==> src/rtl/hawk_att_lkup_cache_if.sv <==
// rtl/hawk_att_lkup_cache_if.sv - lookup, invalidate and AXI-read signal bundle for the ATT lookup cache
interface hawk_att_lkup_cache_if #(
  parameter int ADDR_W = 64,
  parameter int DATA_W = 512,
  parameter int LEN_W  = 8
) ();
  logic                 lkup_valid_i;
  logic [ADDR_W-13:0]   lkup_hppa_i;
  logic                 lkup_ready_o;
  logic                 rsp_valid_o;
  logic                 rsp_ready_i;
  logic [63:0]          rsp_entry_o;
  logic                 rsp_hit_o;
  logic                 rsp_err_o;
  logic                 inv_valid_i;
  logic [ADDR_W-1:0]    inv_addr_i;
  logic                 ar_valid_o;
  logic [ADDR_W-1:0]    ar_addr_o;
  logic [LEN_W-1:0]     ar_len_o;
  logic                 ar_ready_i;
  logic                 r_valid_i;
  logic [DATA_W-1:0]    r_data_i;
  logic [1:0]           r_resp_i;
  logic                 r_last_i;
  logic                 r_ready_o;
  logic [31:0]          hit_cnt_o;
  logic [31:0]          miss_cnt_o;

  modport slave (
    input  lkup_valid_i, lkup_hppa_i, rsp_ready_i, inv_valid_i, inv_addr_i,
           ar_ready_i, r_valid_i, r_data_i, r_resp_i, r_last_i,
    output lkup_ready_o, rsp_valid_o, rsp_entry_o, rsp_hit_o, rsp_err_o,
           ar_valid_o, ar_addr_o, ar_len_o, r_ready_o, hit_cnt_o, miss_cnt_o
  );

  modport master (
    output lkup_valid_i, lkup_hppa_i, rsp_ready_i, inv_valid_i, inv_addr_i,
           ar_ready_i, r_valid_i, r_data_i, r_resp_i, r_last_i,
    input  lkup_ready_o, rsp_valid_o, rsp_entry_o, rsp_hit_o, rsp_err_o,
           ar_valid_o, ar_addr_o, ar_len_o, r_ready_o, hit_cnt_o, miss_cnt_o
  );
endinterface

==> src/rtl/hawk_att_lkup_cache.sv <==
// rtl/hawk_att_lkup_cache.sv - fully-associative ATT block cache mapping host page number to AttEntry
module hawk_att_lkup_cache #(
  parameter int                NUM_LINES = 4,
  parameter int                ADDR_W    = 64,
  parameter int                DATA_W    = 512,
  parameter int                LEN_W     = 8,
  parameter logic [ADDR_W-1:0] ATT_BASE  = 64'hFFF6100000
) (
  input logic                    clk_i,
  input logic                    rst_i,
  hawk_att_lkup_cache_if.slave   bus
);
  localparam int TAG_W = ADDR_W - 6;
  localparam int HP_W  = ADDR_W - 12;
  localparam int PTR_W = (NUM_LINES > 1) ? $clog2(NUM_LINES) : 1;

  typedef enum logic [2:0] {S_IDLE, S_CMP, S_AR, S_RWAIT, S_RSP} state_t;
  state_t r_state, w_next;

  logic [HP_W-1:0]    r_hppa;
  logic [NUM_LINES-1:0] r_valid;
  logic [TAG_W-1:0]   r_tag [NUM_LINES];
  logic [DATA_W-1:0]  r_data [NUM_LINES];
  logic               r_stale;
  logic [PTR_W-1:0]   r_rr;
  logic [31:0]        r_hit_cnt, r_miss_cnt;
  logic [63:0]        r_rsp_entry;
  logic               r_rsp_hit, r_rsp_err;

  logic [ADDR_W-1:0]  w_entry_addr;
  logic [TAG_W-1:0]   w_tag, w_inv_tag;
  logic [2:0]         w_idx;
  logic               w_inv_match, w_stale_now, w_last, w_fill, w_hit;
  logic [63:0]        w_hit_entry;
  logic [PTR_W-1:0]   w_fill_line;
  logic               w_unused;

  assign w_entry_addr = ATT_BASE + ADDR_W'({r_hppa, 3'b000});
  assign w_tag        = w_entry_addr[ADDR_W-1:6];
  assign w_idx        = r_hppa[2:0];
  assign w_inv_tag    = bus.inv_addr_i[ADDR_W-1:6];
  assign w_inv_match  = bus.inv_valid_i && (w_inv_tag == w_tag);
  assign w_stale_now  = r_stale || w_inv_match;
  assign w_last       = bus.r_valid_i && bus.r_last_i;
  assign w_fill       = (r_state == S_RWAIT) && w_last && (bus.r_resp_i == 2'b00) && !w_stale_now;
  assign w_unused     = ^{bus.inv_addr_i[5:0], w_entry_addr[5:0]};

  always_comb begin
    w_hit       = 1'b0;
    w_hit_entry = '0;
    for (int i = 0; i < NUM_LINES; i++) begin
      if (r_valid[i] && (r_tag[i] == w_tag)) begin
        w_hit       = 1'b1;
        w_hit_entry = r_data[i][{w_idx, 6'b0} +: 64];
      end
    end
  end

  // Lowest-numbered free line wins; round-robin victim only when all lines are valid
  always_comb begin
    w_fill_line = r_rr;
    for (int i = NUM_LINES - 1; i >= 0; i--) begin
      if (!r_valid[i]) w_fill_line = PTR_W'(i);
    end
  end

  always_ff @(posedge clk_i or posedge rst_i) begin
    if (rst_i) r_state <= S_IDLE;
    else       r_state <= w_next;
  end

  always_comb begin
    w_next           = r_state;
    bus.lkup_ready_o = 1'b0;
    bus.ar_valid_o   = 1'b0;
    bus.r_ready_o    = 1'b0;
    bus.rsp_valid_o  = 1'b0;
    case (r_state)
      S_IDLE: begin
        bus.lkup_ready_o = 1'b1;
        if (bus.lkup_valid_i) w_next = S_CMP;
      end
      S_CMP:   w_next = (w_hit && !w_inv_match) ? S_RSP : S_AR;
      S_AR: begin
        bus.ar_valid_o = 1'b1;
        if (bus.ar_ready_i) w_next = S_RWAIT;
      end
      S_RWAIT: begin
        bus.r_ready_o = 1'b1;
        if (w_last) begin
          if (bus.r_resp_i != 2'b00) w_next = S_RSP;
          else if (w_stale_now)      w_next = S_AR;
          else                       w_next = S_RSP;
        end
      end
      S_RSP: begin
        bus.rsp_valid_o = 1'b1;
        if (bus.rsp_ready_i) w_next = S_IDLE;
      end
      default: w_next = S_IDLE;
    endcase
  end

  always_ff @(posedge clk_i or posedge rst_i) begin
    if (rst_i) begin
      r_hppa      <= '0;
      r_valid     <= '0;
      r_stale     <= 1'b0;
      r_rr        <= '0;
      r_hit_cnt   <= '0;
      r_miss_cnt  <= '0;
      r_rsp_entry <= '0;
      r_rsp_hit   <= 1'b0;
      r_rsp_err   <= 1'b0;
    end else begin
      if (r_state == S_IDLE && bus.lkup_valid_i) r_hppa <= bus.lkup_hppa_i;
      for (int i = 0; i < NUM_LINES; i++) begin
        if (bus.inv_valid_i && (r_tag[i] == w_inv_tag)) r_valid[i] <= 1'b0;
      end
      case (r_state)
        S_CMP: begin
          if (w_hit && !w_inv_match) begin
            if (r_hit_cnt != 32'hFFFF_FFFF) r_hit_cnt <= r_hit_cnt + 32'd1;
            r_rsp_entry <= w_hit_entry;
            r_rsp_hit   <= 1'b1;
            r_rsp_err   <= 1'b0;
          end else begin
            if (r_miss_cnt != 32'hFFFF_FFFF) r_miss_cnt <= r_miss_cnt + 32'd1;
            r_stale <= 1'b0;
          end
        end
        S_AR: if (w_inv_match) r_stale <= 1'b1;
        S_RWAIT: begin
          if (w_last) begin
            if (bus.r_resp_i != 2'b00) begin
              r_rsp_entry <= '0;
              r_rsp_hit   <= 1'b0;
              r_rsp_err   <= 1'b1;
            end else if (w_stale_now) begin
              r_stale <= 1'b0;
            end else begin
              r_valid[w_fill_line] <= 1'b1;
              r_rr        <= (r_rr == PTR_W'(NUM_LINES - 1)) ? '0 : r_rr + 1'b1;
              r_rsp_entry <= bus.r_data_i[{w_idx, 6'b0} +: 64];
              r_rsp_hit   <= 1'b0;
              r_rsp_err   <= 1'b0;
            end
          end else if (w_inv_match) begin
            r_stale <= 1'b1;
          end
        end
        default: ;
      endcase
    end
  end

  // Line payloads need no reset; the valid bits guard them
  always_ff @(posedge clk_i) begin
    if (w_fill) begin
      r_tag[w_fill_line]  <= w_tag;
      r_data[w_fill_line] <= bus.r_data_i;
    end
  end

  assign bus.ar_addr_o   = (r_state == S_AR) ? {w_tag, 6'b0} : '0;
  assign bus.ar_len_o    = '0;
  assign bus.rsp_entry_o = r_rsp_entry;
  assign bus.rsp_hit_o   = r_rsp_hit;
  assign bus.rsp_err_o   = r_rsp_err;
  assign bus.hit_cnt_o   = r_hit_cnt;
  assign bus.miss_cnt_o  = r_miss_cnt;
endmodule
==> src/flat_wrapper.sv <==
// flat-port wrapper written by rule: the top's interface ports become plain ports
module hawk_att_lkup_cache_flat 
#(
  parameter int                NUM_LINES = 4,
  parameter int                ADDR_W    = 64,
  parameter int                DATA_W    = 512,
  parameter int                LEN_W     = 8,
  parameter logic [ADDR_W-1:0] ATT_BASE  = 64'hFFF6100000
)
  (clk_i, rst_i, bus_lkup_valid_i, bus_lkup_hppa_i, bus_rsp_ready_i, bus_inv_valid_i, bus_inv_addr_i, bus_ar_ready_i, bus_r_valid_i, bus_r_data_i, bus_r_resp_i, bus_r_last_i, bus_lkup_ready_o, bus_rsp_valid_o, bus_rsp_entry_o, bus_rsp_hit_o, bus_rsp_err_o, bus_ar_valid_o, bus_ar_addr_o, bus_ar_len_o, bus_r_ready_o, bus_hit_cnt_o, bus_miss_cnt_o);
  hawk_att_lkup_cache_if #(.ADDR_W(ADDR_W), .DATA_W(DATA_W), .LEN_W(LEN_W)) bus_i ();
  input logic clk_i;
  input logic rst_i;
  input wire logic [$bits(bus_i.lkup_valid_i)-1:0] bus_lkup_valid_i;
  input wire logic [$bits(bus_i.lkup_hppa_i)-1:0] bus_lkup_hppa_i;
  input wire logic [$bits(bus_i.rsp_ready_i)-1:0] bus_rsp_ready_i;
  input wire logic [$bits(bus_i.inv_valid_i)-1:0] bus_inv_valid_i;
  input wire logic [$bits(bus_i.inv_addr_i)-1:0] bus_inv_addr_i;
  input wire logic [$bits(bus_i.ar_ready_i)-1:0] bus_ar_ready_i;
  input wire logic [$bits(bus_i.r_valid_i)-1:0] bus_r_valid_i;
  input wire logic [$bits(bus_i.r_data_i)-1:0] bus_r_data_i;
  input wire logic [$bits(bus_i.r_resp_i)-1:0] bus_r_resp_i;
  input wire logic [$bits(bus_i.r_last_i)-1:0] bus_r_last_i;
  output wire logic [$bits(bus_i.lkup_ready_o)-1:0] bus_lkup_ready_o;
  output wire logic [$bits(bus_i.rsp_valid_o)-1:0] bus_rsp_valid_o;
  output wire logic [$bits(bus_i.rsp_entry_o)-1:0] bus_rsp_entry_o;
  output wire logic [$bits(bus_i.rsp_hit_o)-1:0] bus_rsp_hit_o;
  output wire logic [$bits(bus_i.rsp_err_o)-1:0] bus_rsp_err_o;
  output wire logic [$bits(bus_i.ar_valid_o)-1:0] bus_ar_valid_o;
  output wire logic [$bits(bus_i.ar_addr_o)-1:0] bus_ar_addr_o;
  output wire logic [$bits(bus_i.ar_len_o)-1:0] bus_ar_len_o;
  output wire logic [$bits(bus_i.r_ready_o)-1:0] bus_r_ready_o;
  output wire logic [$bits(bus_i.hit_cnt_o)-1:0] bus_hit_cnt_o;
  output wire logic [$bits(bus_i.miss_cnt_o)-1:0] bus_miss_cnt_o;
  assign bus_i.lkup_valid_i = bus_lkup_valid_i;
  assign bus_i.lkup_hppa_i = bus_lkup_hppa_i;
  assign bus_i.rsp_ready_i = bus_rsp_ready_i;
  assign bus_i.inv_valid_i = bus_inv_valid_i;
  assign bus_i.inv_addr_i = bus_inv_addr_i;
  assign bus_i.ar_ready_i = bus_ar_ready_i;
  assign bus_i.r_valid_i = bus_r_valid_i;
  assign bus_i.r_data_i = bus_r_data_i;
  assign bus_i.r_resp_i = bus_r_resp_i;
  assign bus_i.r_last_i = bus_r_last_i;
  assign bus_lkup_ready_o = bus_i.lkup_ready_o;
  assign bus_rsp_valid_o = bus_i.rsp_valid_o;
  assign bus_rsp_entry_o = bus_i.rsp_entry_o;
  assign bus_rsp_hit_o = bus_i.rsp_hit_o;
  assign bus_rsp_err_o = bus_i.rsp_err_o;
  assign bus_ar_valid_o = bus_i.ar_valid_o;
  assign bus_ar_addr_o = bus_i.ar_addr_o;
  assign bus_ar_len_o = bus_i.ar_len_o;
  assign bus_r_ready_o = bus_i.r_ready_o;
  assign bus_hit_cnt_o = bus_i.hit_cnt_o;
  assign bus_miss_cnt_o = bus_i.miss_cnt_o;
  hawk_att_lkup_cache #(.NUM_LINES(NUM_LINES), .ADDR_W(ADDR_W), .DATA_W(DATA_W), .LEN_W(LEN_W), .ATT_BASE(ATT_BASE)) u_core (.clk_i(clk_i), .rst_i(rst_i), .bus(bus_i));
endmodule
==> config.mk <==
export PLATFORM = sky130hd
export DESIGN_NAME = hawk_att_lkup_cache_flat
export DESIGN_NICKNAME = d
export VERILOG_FILES = /design/src/rtl/hawk_att_lkup_cache_if.sv /design/src/rtl/hawk_att_lkup_cache.sv /design/src/flat_wrapper.sv
export SDC_FILE = /design/constraint.sdc
export NUM_CORES = 2
export LEC_CHECK = 0
export CAP_MARGIN = 25
export CORE_MARGIN = 8
export CORE_UTILIZATION = 35
export CTS_CLUSTER_SIZE = 16
export DETAILED_ROUTE_END_ITERATION = 8
export MAX_ROUTING_LAYER = met4
export PLACE_DENSITY = 0.56
export SLEW_MARGIN = 10
export SYNTH_ARGS = -nofsm -noshare
export SYNTH_HDL_FRONTEND = slang
export SYNTH_SLANG_ARGS = --single-unit
==> constraint.sdc <==
create_clock -name clk_i -period 135.9 [get_ports clk_i]
set_input_delay 40.77 -clock clk_i [delete_from_list [all_inputs] [get_ports clk_i]]
set_output_delay 40.77 -clock clk_i [all_outputs]
set_load 0.1 [all_outputs]
== Word-level counts from Yosys, hierarchy flattened ==
Memory sizes are Yosys's and may differ from the RTL's.
Cells that the tools add are included.

* Bits in writable memories: 2,248
* Output and inout port bits: 206
* Bits in registers: 192
* Word-level logic and storage cells: 140
* Memories: 2
* Bits of input ports: 638

* Equal/unequal tests: 25
* Bitwise gates (word level): 4
* Shift operators: 5
* Mux-type cells: 58
* Add/subtract/negate cells: 4
* $lt $le $gt $ge: 2
* Reductions and logical operators: 30

{| class="wikitable"
|+ Memories
! memory !! words !! width !! read ports !! clocked after memory_dff !! write ports !! RTL line !! text
|-
| u_core.r_data || 4 || 512 || 4 || 0 || 1 || hawk_att_lkup_cache.sv:23 || <nowiki>logic [DATA_W-1:0] r_data [NUM_LINES];</nowiki>
|-
| u_core.r_tag || 4 || 50 || 4 || 0 || 1 || hawk_att_lkup_cache.sv:22 || <nowiki>logic [TAG_W-1:0] r_tag [NUM_LINES];</nowiki>
|}

{| class="wikitable"
|+ Operators by type and width
! cell !! count
|-
| $shiftx A512 B10 Y64 || 5
|-
| $mux W64 || 9
|-
| $eq A58 B58 Y1 || 9
|-
| $pmux W64 S2 || 1
|-
| $add A32 B1 Y32 const B || 2
|-
| $ne A32 B32 Y1 const B || 2
|-
| $add A40 B55 Y56 const A || 1
|-
| $mux W1 || 27
|-
| $mux W3 || 7
|-
| $logic_and A1 B1 Y1 || 16
|-
| $mux W4 || 4
|-
| $reduce_and A4 Y1 || 4
|-
| $pmux W3 S5 || 1
|-
| $mux W2 || 5
|-
| $ne A2 B2 Y1 const B || 4
|-
| $eq A3 B2 Y1 const B || 2
|-
| $ne A3 B3 Y1 const B || 2
|-
| $reduce_and A3 Y1 || 2
|-
| $ne A2 B1 Y1 const B || 2
|-
| $or A4 B4 Y4 || 1
|-
| $pmux W1 S2 || 2
|-
| $reduce_bool A2 Y1 || 2
|-
| $eq A3 B1 Y1 const B || 1
|-
| $eq A3 B3 Y1 const B || 1
|-
| 13 further kinds || 16
|}

== Depth between registers and ports, before layout ==
* Depth after elaboration: 13
* Mapped depth: 19
* Mapped depth without buffers: 13

== Worst setup path before layout ==
OpenSTA, ideal clock, no wires.

* Path kind: input to register
* Start: input bus_inv_addr_i[45]
* End: memory u_core.r_data[2][0], enable pin
* Path buffers: 1
* Setup time: 2.297 ns
* Stages on the path: 11
* Slack: 50.791 ns
* Required time: 133.603 ns
* Arrival: 82.812 ns
* Cell sequence: clkbuf_1 -> xnor2_1 -> a41oi_1 -> o22ai_1 -> a21oi_1 -> o211ai_1 -> or4_1 -> or4_1 -> nor2b_4 -> nand4_1 -> nor3b_1

* Cells in the longest elaborated chain, start to end: 7

{| class="wikitable"
|+ Ends and longest elaborated chain
! what !! RTL line !! text
|-
| start, declared || flat_wrapper.sv:18 || <nowiki>input wire logic [$bits(bus_i.inv_addr_i)-1:0] bus_inv_addr_i;</nowiki>
|-
| $eq A58 B58 Y1 || hawk_att_lkup_cache.sv:42 || <nowiki>assign w_inv_match = bus.inv_valid_i && (w_inv_tag == w_tag);</nowiki>
|-
| $logic_and A1 B1 Y1 || hawk_att_lkup_cache.sv:42 ||
|-
| $logic_or A1 B1 Y1 || hawk_att_lkup_cache.sv:43 || <nowiki>assign w_stale_now = r_stale || w_inv_match;</nowiki>
|-
| $logic_not A1 Y1 || hawk_att_lkup_cache.sv:45 || <nowiki>assign w_fill = (r_state == S_RWAIT) && w_last && (bus.r_resp_i == 2'b00) && !w_stale_now;</nowiki>
|-
| $logic_and A1 B1 Y1 || hawk_att_lkup_cache.sv:45 ||
|-
| $mux W1 || hawk_att_lkup_cache.sv:159 || <nowiki>if (w_fill) begin</nowiki>
|-
| $mux W1 (implied by the code) || hawk_att_lkup_cache.sv:161 || <nowiki>r_data[w_fill_line] <= bus.r_data_i;</nowiki>
|-
| end, declared || hawk_att_lkup_cache.sv:23 ||
|}

Every way passes these cells.

== Worst setup path after layout ==
* Start: input bus_inv_addr_i[27]
* End: memory u_core.r_data[1][380], enable pin

Same word-level chain as after synthesis.

==> results.toml <==
[pwr]
static-leakage-power_nw = 42.4
pwr_density_cell_nw_per_um2 = 19.6
total_power_mw = 2.56
power.ir.vdd_worst_mv = 0.0328

[timing]
transition_time_of_the_tightest_slew_check_pin_ns = 1.10
fin_setup_tns_ns = 0
max_freq_mhz = 21.3
hold-worst-slack_ns = 0.487
slew_violations = 0
max-slew-margin-rel_pct = 25.8
grt_setup_unrepaired = "no"
clock_skew_ns = 0.0564
postLayoutSetupSlackWorst_ns = 88.86
setup_viol = 0
period_minus_slack_ns = 47.04
fin_crit_sh_pct = 34.6
timing.final.hold_violations = 0

[floorplan]
chipWidth_um = 571
die_height_um = 571
placementRows = 203
fp.dieArea_um2 = 326000
floorplan.initialDensity_pct = 35.2
fp.coreArea_um2 = 306000
ioPinCount = 844

[critical_path]
timing.critical_path.from_type = "primary input"
reg2reg_setup_slack_ns = 126.94
cp-startpoint = "bus_inv_addr_i[27]"
timing.setup.critical_path_class = "in -> reg"
worst_path_most_repeated_cell = "buf_4"
worst-path-max-fanout = 153
worst_path_largest_cell_delay_ns = 0.77
r2r-start = "u_core.r_hppa[33]"
path_cells = "clkdlybuf4s50_1, xor2_1, xnor2_1, a211oi_1, o2111ai_1, or4_1, or4_1, nor2b_4, nand4_1, nand2b_1, nor2_4, buf_4, buf_4, buf_12, buf_4"
critPathCaptureType = "register"
crit_arrival_ns = 47.54
cp.required_ns = 136.41
crit_slowest_cell = "buf_4"

[clock_network]
clk_root_buffer_cell = "clkbuf_16"
cts_clock_pin_slew_for_the_worst_setup_and_hold_paths_ns = 0.05
hold_buffers = 0
cts_inserted_buffers = 281
tritoncts = "yes"
post_cts_buffers = 0
ctsLongestPathBuffers = 4
cts.sink_count = 2440
worstSkewPairLatency_ns = 0.89
post_cts.resized_instances = 0
cts-htree-levels = 5

[grt]
groute.usage.overall_pct = 22.0
met2_layer_usage_reported_by_global_route_pct = 33.5
grt_antenna_before_repair = 151
grt.met1_usage_pct = 28.0
number_of_global_route_vias_before_repair = 64400
globalRoute.totalOverflow = 0
grt_max_degree = 169
grt_pass1_wl_um = 502000
busiest_metal_layer_after_global_routing = "met2"
met3_routing_resource_usage_after_global_routing_pct = 6.81

[routing]
detail_route.first_pass.iterations = 6
route.detailed.wl_per_inst_um = 31.7
detailed_route_wire_length_um = 361000
drt-vias-per-instance = 5.55
drt.antenna.violating_nets = 0
detail_route.drc_violations = 0
num_vias = 63100
drt_iter0_drc = 6467

[synthesis]
ys_ff_latch = 2440
synth_cells = 6044
synth_simple_gate_area_share_pct = 4.72
yosys-top-cells-area = "edfxtp_1 63%, mux4_2 13%, dfrtp_1 4.5%, mux2_2 3.5%, xor2_1 1.9%"
yosys.area.top_type = "edfxtp_1"
yosys.area.top_type_share_pct = 62.7
asyncSetResetFlopFracSynth_pct = 7.87
number_of_flops_mapped_to_enable_cells_by_yosys = 2248
synthesis.yosys.warnings = 0
post_synth_instance_area_um2 = 108000
synth_top_family_by_area = "multiplexers"
yosysSeqAreaShare_pct = 67.1
synth_compound_gate_area_share_pct = 3.67
synth-xor-area-share_pct = 4.66
synth.mux.area_fraction_pct = 17.9
netlist-cell-type-count = 101
synth_flop_cell = "edfxtp_1"
syn-mean-instance-area_um2 = 17.8
synth_adder_area_share_pct = 0.0465

[hold_path]
min-delay-start = "u_core.bus.rsp_entry_o[20]"
tightest_hold_check_type = "reg -> reg"

[placed_design]
post-dp-hpwl_um = 247000
placement.io_buffers = 815
routabilityCongestion = 1.03
dp_worst_setup_slack_ns = 87.89

[status]
status = "completed"

[finish]
finalNetCount = 7563
drive_gt1_share_pct = 22.9
areaGrowthSynthToFinish_pct = 21.3
postLayoutCoreUtil_pct = 42.7

[run]
maxCapViolations = 0
final timing paths:
path	end	cells after the start
max	u_core.r_data[1][380]	15
min	u_core.bus.rsp_entry_o[20]	1
max reg2reg	u_core.r_data[1][316]	18
min reg2reg	u_core.bus.rsp_entry_o[20]	1
max in group asynchronous	u_core.bus.rsp_entry_o[48]	4
min in group asynchronous	u_core.bus.hit_cnt_o[9]	2
metal layers:
layer	up-vias	routed length, um	part of all wire, %
li1	26500	-	-
met1	33000	145000	40
met2	2951	166000	46
met3	631	35000	9.7
met4	0	14100	3.9
met5	-	0	0
power breakdown:
group	total, mW	internal, mW	leakage (nW)	switching (mW)
clock network	0.759	0.451	4.52	0.309
logic	0.916	0.377	15.1	0.538
registers	0.886	0.854	22.7	0.0320
state kept, by name, indices dropped and copies added (netlist names):
| signal | cells |
|---|---|
| u_core.bus.hit_cnt_o | 32 |
| u_core.r_valid | 4 |
| u_core.r_tag | 200 |
| u_core.bus.rsp_hit_o | 1 |
| u_core.r_hppa | 52 |
| u_core.bus.rsp_err_o | 1 |
| u_core.r_stale | 1 |
| u_core.r_rr | 2 |
| u_core.bus.rsp_entry_o | 64 |
| u_core.bus.miss_cnt_o | 32 |
| u_core.r_data | 2048 |
| u_core.r_state | 3 |
Yosys cell counts (7+ instances only):
cell	count
edfxtp_1	2248
mux4_2	640
mux2_2	332
clkbuf_1	307
xor2_1	237
xnor2_1	232
dfrtp_1	192
nand2_1	186
o21ai_0	173
a21oi_1	120
nand4_1	113
nor2_1	110
nor4_1	88
nor3_1	83
mux2i_1	79
nand3_1	78
a221oi_1	69
buf_1	69
inv_1	61
and2_1	45
and3_1	41
xnor3_1	37
nand2b_1	33
mux2_1	28
buf_4	27
a2111oi_0	21
buf_2	21
or4_1	21
o211ai_1	20
o22ai_1	20
or3_1	20
nor2b_1	16
o2111ai_1	16
a31oi_1	14
and4_1	14
a211oi_1	13
a21o_1	13
o21ai_1	13
nor4b_1	12
nor3b_1	10
a211o_1	9
buf_6	8
nand4b_1	8
nor3_2	7
or2_2	7
cells by family (layout without fill, tap and decap cells):
kind of cell | after synthesis | count (layout)
AND/OR/NAND/NOR | 921 | 921
other | 1 | 138
multiplexers | 1079 | 1079
adder cells (fa/ha/maj) | 4 | 4
AO/OA/AOI/OAI | 590 | 590
buffers and inverters | 499 | 1581
flip-flops | 2440 | 2440
XOR/XNOR | 510 | 510
final cells by class:
cell class                      instances  area (um2)
Clock buffer                          376        7760
Tap cell                             4100        5130
Sequential cell                      2440       72300
Fill cell                           27000      175000
Multi-Input combinational cell       3126       33500
Inverter                               67         260
Clock inverter                        133        1460
Timing Repair Buffer                 1005        9980
Antenna cell                          116         290
critical path: cells and delay by family:
kind / cells / cell delay, ns
AND/OR/NAND/NOR: 6 / 1.68
buffers and inverters: 5 / 3.51
XOR/XNOR: 2 / 0.87
AO/OA/AOI/OAI: 2 / 0.25
cell usage in the layout (no fill, tap or decap), types with 60 or more instances in the layout:
cell	n
mux2_2	332
a21oi_1	119
buf_4	167
clkbuf_1	66
a221oi_1	69
nor2_1	108
nor3_1	82
nor4_1	87
diode_2	116
nand2_1	186
nand3_1	78
xor2_1	236
clkdlybuf4s50_1	806
mux4_2	640
mux2i_1	79
clkbuf_16	288
o21ai_0	172
inv_1	60
edfxtp_1	2248
dfrtp_1	188
nand4_1	113
xnor2_1	232
per-stage QoR:
step           cell area [um2]  std cells
6_report                131000      11400
2_1_floorplan           108000       6065
5_1_grt                 131000      11400
4_1_cts                 130000      11200
3_3_place_gp            121000      10700
3_5_place_dp            121000      10700
Power figures use the tool's default switching activity.
